--- src/rtl/gcd_arbiter_if.sv ---
// Bundle between requesters/GCD core (master side) and the gcd_arbiter (slave side).
// Requester operands are packed per index: requester i at [i*W +: W].
interface gcd_arbiter_if #(
    parameter int unsigned N_REQ = 4,
    parameter int unsigned W     = 4
);
    logic [N_REQ-1:0]   req;
    logic [N_REQ*W-1:0] xin_bus;
    logic [N_REQ*W-1:0] yin_bus;
    logic [N_REQ-1:0]   gnt;
    logic [N_REQ-1:0]   done;
    logic [W-1:0]       gcd_out;
    logic               err;
    logic               busy;
    logic               core_go;
    logic [W-1:0]       core_x;
    logic [W-1:0]       core_y;
    logic               core_gld;
    logic [W-1:0]       core_gcd;

    modport slave (
        input  req, xin_bus, yin_bus, core_gld, core_gcd,
        output gnt, done, gcd_out, err, busy, core_go, core_x, core_y
    );

    modport master (
        output req, xin_bus, yin_bus, core_gld, core_gcd,
        input  gnt, done, gcd_out, err, busy, core_go, core_x, core_y
    );
endinterface

--- src/rtl/gcd_arbiter.sv ---
// Round-robin arbiter sharing one GCD core among N_REQ requesters, with zero-operand
// bypass and a WAIT watchdog. All outputs are registered.
module gcd_arbiter #(
    parameter int unsigned N_REQ   = 4,
    parameter int unsigned W       = 4,
    parameter int unsigned TIMEOUT = 64
) (
    input  logic         clk,
    input  logic         clr,
    gcd_arbiter_if.slave bus
);
    localparam int unsigned IW = $clog2(N_REQ);
    localparam int unsigned CW = $clog2(TIMEOUT);

    typedef enum logic [2:0] {StIdle, StIssue, StWait, StCapture, StResp} state_t;

    state_t           r_state;
    logic [IW-1:0]    r_idx;
    logic [IW-1:0]    r_ptr;
    logic [W-1:0]     r_x;
    logic [W-1:0]     r_y;
    logic [CW-1:0]    r_wd;
    logic [N_REQ-1:0] r_gnt;
    logic [N_REQ-1:0] r_done;
    logic [W-1:0]     r_gcd_out;
    logic             r_err;
    logic             r_busy;
    logic             r_go;

    logic             w_found;
    logic [IW-1:0]    w_pick;
    logic [IW-1:0]    w_cand;
    logic [W-1:0]     w_x;
    logic [W-1:0]     w_y;
    logic [N_REQ-1:0] w_pick_oh;
    logic [N_REQ-1:0] w_idx_oh;

    // First asserted request at or above the pointer, wrapping.
    always_comb begin
        w_found = 1'b0;
        w_pick  = '0;
        w_cand  = '0;
        for (int k = 0; k < int'(N_REQ); k++) begin
            w_cand = IW'((32'(r_ptr) + 32'(k)) % N_REQ);
            if (!w_found && bus.req[w_cand]) begin
                w_found = 1'b1;
                w_pick  = w_cand;
            end
        end
    end

    assign w_x       = bus.xin_bus[32'(w_pick)*W +: W];
    assign w_y       = bus.yin_bus[32'(w_pick)*W +: W];
    assign w_pick_oh = N_REQ'(1) << w_pick;
    assign w_idx_oh  = N_REQ'(1) << r_idx;

    always_ff @(posedge clk or negedge clr) begin
        if (!clr) begin
            r_state   <= StIdle;
            r_idx     <= '0;
            r_ptr     <= '0;
            r_x       <= '0;
            r_y       <= '0;
            r_wd      <= '0;
            r_gnt     <= '0;
            r_done    <= '0;
            r_gcd_out <= '0;
            r_err     <= 1'b0;
            r_busy    <= 1'b0;
            r_go      <= 1'b0;
        end else begin
            r_gnt  <= '0;
            r_done <= '0;
            unique case (r_state)
                StIdle: begin
                    if (w_found) begin
                        r_idx   <= w_pick;
                        r_x     <= w_x;
                        r_y     <= w_y;
                        r_gnt   <= w_pick_oh;
                        r_busy  <= 1'b1;
                        // go is registered, so the bypass decision is made here
                        r_go    <= (w_x != '0) && (w_y != '0);
                        r_state <= StIssue;
                    end
                end
                StIssue: begin
                    if ((r_x == '0) || (r_y == '0)) begin
                        r_gcd_out <= r_x | r_y;
                        r_err     <= 1'b0;
                        r_done    <= w_idx_oh;
                        r_state   <= StResp;
                    end else begin
                        r_wd    <= '0;
                        r_state <= StWait;
                    end
                end
                StWait: begin
                    if (bus.core_gld) begin
                        r_go    <= 1'b0;
                        r_state <= StCapture;
                    end else if (r_wd == CW'(TIMEOUT - 1)) begin
                        r_gcd_out <= '0;
                        r_err     <= 1'b1;
                        r_go      <= 1'b0;
                        r_done    <= w_idx_oh;
                        r_state   <= StResp;
                    end else begin
                        r_wd <= r_wd + 1'b1;
                    end
                end
                StCapture: begin
                    r_gcd_out <= bus.core_gcd;
                    r_err     <= 1'b0;
                    r_done    <= w_idx_oh;
                    r_state   <= StResp;
                end
                StResp: begin
                    r_busy  <= 1'b0;
                    r_ptr   <= (r_idx == IW'(N_REQ - 1)) ? '0 : r_idx + 1'b1;
                    r_state <= StIdle;
                end
                default: r_state <= StIdle;
            endcase
        end
    end

    assign bus.gnt     = r_gnt;
    assign bus.done    = r_done;
    assign bus.gcd_out = r_gcd_out;
    assign bus.err     = r_err;
    assign bus.busy    = r_busy;
    assign bus.core_go = r_go;
    assign bus.core_x  = r_x;
    assign bus.core_y  = r_y;
endmodule

--- src/flat_wrapper.sv ---
// flat-port wrapper written by rule: the top's interface ports become plain ports
module gcd_arbiter_flat 
#(
    parameter int unsigned N_REQ   = 4,
    parameter int unsigned W       = 4,
    parameter int unsigned TIMEOUT = 64
)
  (clk, clr, bus_req, bus_xin_bus, bus_yin_bus, bus_core_gld, bus_core_gcd, bus_gnt, bus_done, bus_gcd_out, bus_err, bus_busy, bus_core_go, bus_core_x, bus_core_y);
  gcd_arbiter_if #(.N_REQ(N_REQ), .W(W)) bus_i ();
  input  logic clk;
  input  logic clr;
  input wire logic [$bits(bus_i.req)-1:0] bus_req;
  input wire logic [$bits(bus_i.xin_bus)-1:0] bus_xin_bus;
  input wire logic [$bits(bus_i.yin_bus)-1:0] bus_yin_bus;
  input wire logic [$bits(bus_i.core_gld)-1:0] bus_core_gld;
  input wire logic [$bits(bus_i.core_gcd)-1:0] bus_core_gcd;
  output wire logic [$bits(bus_i.gnt)-1:0] bus_gnt;
  output wire logic [$bits(bus_i.done)-1:0] bus_done;
  output wire logic [$bits(bus_i.gcd_out)-1:0] bus_gcd_out;
  output wire logic [$bits(bus_i.err)-1:0] bus_err;
  output wire logic [$bits(bus_i.busy)-1:0] bus_busy;
  output wire logic [$bits(bus_i.core_go)-1:0] bus_core_go;
  output wire logic [$bits(bus_i.core_x)-1:0] bus_core_x;
  output wire logic [$bits(bus_i.core_y)-1:0] bus_core_y;
  assign bus_i.req = bus_req;
  assign bus_i.xin_bus = bus_xin_bus;
  assign bus_i.yin_bus = bus_yin_bus;
  assign bus_i.core_gld = bus_core_gld;
  assign bus_i.core_gcd = bus_core_gcd;
  assign bus_gnt = bus_i.gnt;
  assign bus_done = bus_i.done;
  assign bus_gcd_out = bus_i.gcd_out;
  assign bus_err = bus_i.err;
  assign bus_busy = bus_i.busy;
  assign bus_core_go = bus_i.core_go;
  assign bus_core_x = bus_i.core_x;
  assign bus_core_y = bus_i.core_y;
  gcd_arbiter #(.N_REQ(N_REQ), .W(W), .TIMEOUT(TIMEOUT)) u_core (.clk(clk), .clr(clr), .bus(bus_i));
endmodule
--- config.mk ---
export PLATFORM = sky130hd
export DESIGN_NAME = gcd_arbiter_flat
export DESIGN_NICKNAME = d
export VERILOG_FILES = /design/src/rtl/gcd_arbiter_if.sv /design/src/rtl/gcd_arbiter.sv /design/src/flat_wrapper.sv
export SDC_FILE = /design/constraint.sdc
export NUM_CORES = 1
export LEC_CHECK = 0
export BUFFER_PORTS_ARGS = -buffer_cell sky130_fd_sc_hd__clkbuf_2
export CAP_MARGIN = 10
export CORE_MARGIN = 2
export CORE_UTILIZATION = 45
export DETAILED_ROUTE_END_ITERATION = 10
export PLACE_DENSITY = 0.81
export SYNTH_ARGS = -nofsm -noshare
export SYNTH_HDL_FRONTEND = slang
export SYNTH_SLANG_ARGS = --single-unit
--- constraint.sdc ---
create_clock -name clk -period 2.08 [get_ports clk]
set_clock_uncertainty 0.05 [all_clocks]
set_input_delay 0.104 -clock clk [delete_from_list [all_inputs] [get_ports clk]]
set_output_delay 0.104 -clock clk [all_outputs]
set_load 0.005 [all_outputs]
-- Word level (Yosys, flattened, before mapping)
Index checks and enable logic that the tools add are counted.
- add/subtract/negate cells: 5
- $lt $le $gt $ge: 4
- equality and inequality tests: 13
- shifts and indexed selects: 4
- mux-type cells: 46
- bitwise gates (word level): 1
- reductions and logical operators: 23
- operators by type and width (kind ; count):
    $mux 4 ; 8
    $shiftx 16x5->4 ; 2
    $pmux 4 s3 ; 2
    $mux 6 ; 3
    $mux 1 ; 15
    $lt 2x3->1 const B ; 4
    $mux 3 ; 4
    $pmux 3 s4 ; 1
    $pmux 6 s2 ; 1
    $mux 2 ; 5
    $bmux 1 s2 ; 4
    $logic_not 4->1 ; 2
    $reduce_and 4->1 ; 2
    $reduce_bool 4->1 ; 2
    $shl 1x2->4 const A ; 2
    $add 6x1->6 const B ; 1
    $eq 3x2->1 const B ; 2
    $eq 6x6->1 const B ; 1
    $ne 2x1->1 const B ; 3
    $ne 2x2->1 const B ; 3
    $reduce_and 2->1 ; 3
    $reduce_bool 2->1 ; 3
    $add 2x1->2 const B ; 2
    $add 2x2->2 const B ; 2
    13 further kinds ; 19
- flip-flop bits (word level): 36
- logic and storage cells: 108

-- Depth between registers and ports, before layout
- depth in word-level cells: 17
- depth in mapped cells: 9
- gate-level depth less buffers: 8

-- Worst setup path before layout
No wires, ideal clock.
- path type: flip-flop to flip-flop
- start: register u_core.r_wd[0]
- end: register u_core.r_gcd_out[0] (netlist: u_core.bus.gcd_out[0])
- library setup time: 0.125 ns
- arrival time: 1.797 ns
- data required time: 1.905 ns
- setup slack: 0.108 ns
- cell stages (with the launch flop): 8
- buffers on the path: 0
- cells stage by stage: dfrtp_1 ha_1 nand3_1 or2_2 nor2_1 nand3b_1 a21oi_2 mux2_2
- longest elaborated chain between the ends: 3
- RTL lines (what ; line ; RTL):
    start: declaration ; gcd_arbiter.sv:22 ; logic [CW-1:0] r_wd;
    start signal: assignment ; gcd_arbiter.sv:109 ; r_wd <= r_wd + 1'b1;
    $eq 6x6->1 ; gcd_arbiter.sv:102 ; end else if (r_wd == CW'(TIMEOUT - 1)) begin
    $ne 2x1->1 (no line) ; -- ;
    $reduce_and 4->1 (no line) ; -- ;
    end signal: assignment ; gcd_arbiter.sv:89 ; r_gcd_out <= r_x | r_y;
    end signal: assignment ; gcd_arbiter.sv:113 ; r_gcd_out <= bus.core_gcd;
    end: declaration ; gcd_arbiter.sv:25 ; logic [W-1:0] r_gcd_out;
No other way between the ends.
A chain may end at the register's enable or synchronous reset.

-- Worst setup path after layout
- start: register u_core.r_ptr[0]
- end: register u_core.r_go (netlist: u_core.bus.core_go)
- longest elaborated chain between the ends: 17
- elaborated cells between the ends (all ways): 34
- those cells by class: 3 x add/sub; 1 x eq/ne; 2 x shift; 18 x mux; 10 x reduce/logical
- RTL lines (what ; line ; RTL):
    start: declaration ; gcd_arbiter.sv:19 ; logic [IW-1:0] r_ptr;
    start signal: assignment ; gcd_arbiter.sv:120 ; r_ptr <= (r_idx == IW'(N_REQ - 1)) ? '0 : r_idx + 1'b1;
    branches (longest 17 deep; another with $add 2x1->2) ; -- ;
    end signal: assignment ; gcd_arbiter.sv:83 ; r_go <= (w_x != '0) && (w_y != '0);
    end: declaration ; gcd_arbiter.sv:28 ; logic r_go;
Several ways; the timed one is not identified. The select of a mux whose other input is x is not followed.

==> qor.csv <==
metric,value,unit
placementRows,24,
critPathKind,reg2reg,
grt_max_degree,37,
dpl.hpwl,3312,um
netlist.area_leader.share,45.40,%
antenna_found_initial,0,
arrival,2140,ps
pre_cts_ws,37.82,ps
syn_area,0.001984,mm2
syn_inst,194,
crit_chain,nor2b_2 -> a21oi_2 -> o221a_4 -> buf_12 -> mux2i_1 -> mux2_2 -> and4_4 -> o32ai_2,
start_kind,flop,
p_switching,0.001251,W
intPower,0.002036,W
synthArstFlopShare,100.0,%
synth_area_leaders,"dfrtp_1 45%, mux2_2 8.5%, mux2i_1 6.1%",
ys_ff_latch,36,
n_antenna_cell,0,
fin_crit_sh,95.58,%
hp-class,in2reg,
cts.sinks,36,
pwr-share-clk,15.6,%
drive_gt1_share,41.26,%
status,"complete, no violations",
area_growth,28.63,%
crit_slowest_cell,dfrtp_1,
cts_tree,built,
cp-end-kind,flop,
gp_congestion,0.8093,
numCtsBuffers,5,
synth_cell_types,44,
die_x,70.41,um
track_usage,18.80,%
final_max_slew_viol_count,0,
yosysWarnings,0,
p_per_area,1288,mW/mm2
fmax,503.0,MHz
fillCellCount,372,
leakage,1.254,nW
p_comb_share,47.9,%
path_max_fanout,12,
slew_headroom,43.43,%
layout_common_cells,"65 x clkbuf_2, 36 x dfrtp_1, 19 x nand2_1",
drtIter0Drc,78,
cts_buffer_depth,2,
routed_wl,4441,um
root_buffer,clkbuf_8,
critical_path.max_stage_delay,420,ps
antenna_left,0,
maxCapViolCount,0,
drcViolationCount,0,
synth_largest_area_cell,dfrtp_1,
fin_nets,316,
hold_viol_final,0,
grt_pass1_wl,7362,um
syn_nets,242,
grt_overflow,0,
fin_ws,91.88,ps
yosysSeqAreaShare,45.40,%
first_global_vias,1695,
io_pins,66,
clk_pin_slew_worst_paths,70,ps
port_buffers,65,
coreArea,0.004294,mm2
via_per_inst,5.343,
initial_core_util,46.21,%
vias,1715,
min_period,1988,ps
fp.dieH,70.41,um
max_slew.worst_pin.slew,848.5,ps
dieArea,0.004957,mm2
clk_latency,290,ps
peakVddDrop,0.0006513,V
detail_route.wl_per_cell,13.83,um
seq_power_share,36.5,%
swShare,38.07,%
synth_area_per_cell,10.23,um2
synth_flop_cell,dfrtp_1,
setup_viol,0,
worstPathRequired,2230,ps
layout.cells.most_common,clkbuf_2,
synth-edff-count,0,
drt-pass1-iter-count,4,
h-tree-depth,2,
power,0.003287,W
tns,0,ps
## repair_timing
item                       in CTS  in global routing
resized for setup               0                  8
buffers inserted                0                  2
hold endpoints to repair       36                  0
setup endpoints to repair       0                 11
hold buffers                    1                  0
## synthesized netlist by cell type (2+ instances only)
cell type and instances:
and2_1 6, nor3b_1 2, clkbuf_1 6, mux2_2 15
xor2_1 2, a21oi_2 2, and3b_1 2, and3_1 2
nand2_1 19, nor2_1 9, nor4_1 4, a22oi_1 4
nand3_1 3, nor2b_1 4, dfrtp_1 36, inv_1 5
mux2i_1 12, nor3_1 8, a21oi_1 11, nand2b_1 5
o21ai_0 9, o21a_1 2, ha_1 5
## routing by layer
metal | up-vias | global-route usage [%] | routed length (um)
met2 | 55 | 31.03 | 2259
li1 | 831 | - | -
met5 | - | 0 | 0
met4 | 0 | 7.692 | 47
met1 | 825 | 22.84 | 1884
met3 | 4 | 5.628 | 251
## worst paths after layout
kind / start / to / slack, ps / cells after the start
setup / recovery: u_core.r_ptr[0] / u_core.bus.core_go / 90 / 8
hold / removal: bus_core_gld / u_core.r_state[0] / 180 / 3
setup reg to reg: u_core.r_ptr[0] / u_core.bus.core_go / 90 / 8
hold reg to reg: u_core.bus.busy / u_core.bus.busy / 460 / 1
max in group asynchronous: clr / u_core.r_wd[3] / 1050 / 2
min in group asynchronous: clr / u_core.bus.done[1] / 400 / 2
## power by group through the flow
| stage | Clock (W) | Sequential [W] | Combinational (W) |
|---|---|---|---|
| finish | 0.000514 | 0.00120 | 0.00157 |
| global route | 0.000566 | 0.00123 | 0.00175 |
| CTS | 0.000530 | 0.00120 | 0.00147 |
| detailed placement | 0 | 0.00121 | 0.00146 |
| global placement | 0 | 0.00119 | 0.00141 |
| floorplan | 0 | 0.00114 | 0.00106 |
## stage by stage
stage,hold WS [ps],utilization [%],instances,cell area [um2]
6_report,175.6,59.44,321,2552
5_1_grt,175.6,59.44,321,2552
4_1_cts,145.7,57.66,317,2476
3_5_place_dp,209.3,55.27,308,2374
3_3_place_gp,209.3,55.27,308,2374
2_1_floorplan,-241.6,-,194,1984
## sequential cells by signal (all words and copies together) (netlist names)
| register | flops |
|---|---|
| u_core.bus.busy | 1 |
| u_core.r_state | 3 |
| u_core.r_wd | 6 |
| u_core.bus.core_go | 1 |
| u_core.bus.gnt | 4 |
| u_core.r_ptr | 2 |
| u_core.r_idx | 2 |
| u_core.bus.core_x | 4 |
| u_core.bus.err | 1 |
| u_core.bus.core_y | 4 |
| u_core.bus.gcd_out | 4 |
| u_core.bus.done | 4 |
## kinds of logic after synthesis
kind of cell | Yosys count | share of synthesized area, %
AOI/OAI and AO/OA | 38 | 12.67
xor gates and xnor gates | 3 | 1.324
and+or+nand+nor | 69 | 18.41
adders and majority gates | 5 | 3.153
buffers and inverters | 16 | 4.476
DFF | 36 | 45.40
muxes | 27 | 14.57
## critical path, delay by kind of cell (launching register included)
family | cells | cell delay, ps
DFF | 1 | 420
muxes | 2 | 400
AOI/OAI and AO/OA | 3 | 510
and+or+nand+nor | 2 | 360
buffers and inverters | 1 | 150
## final cells by class
type                    instances  area, um2  share of cell area (%)
clock buffers                   6      82.58                   3.235
inverters                       6      22.52                  0.8824
multi-input cells             143       1031                   40.39
repair buffers                 76      440.4                   17.25
flip-flops and latches         36      900.9                   35.29
well taps                      52      65.06                   2.549
clock inverters                 2      10.01                  0.3922
No activity file was read; power rests on OpenSTA's default activity.
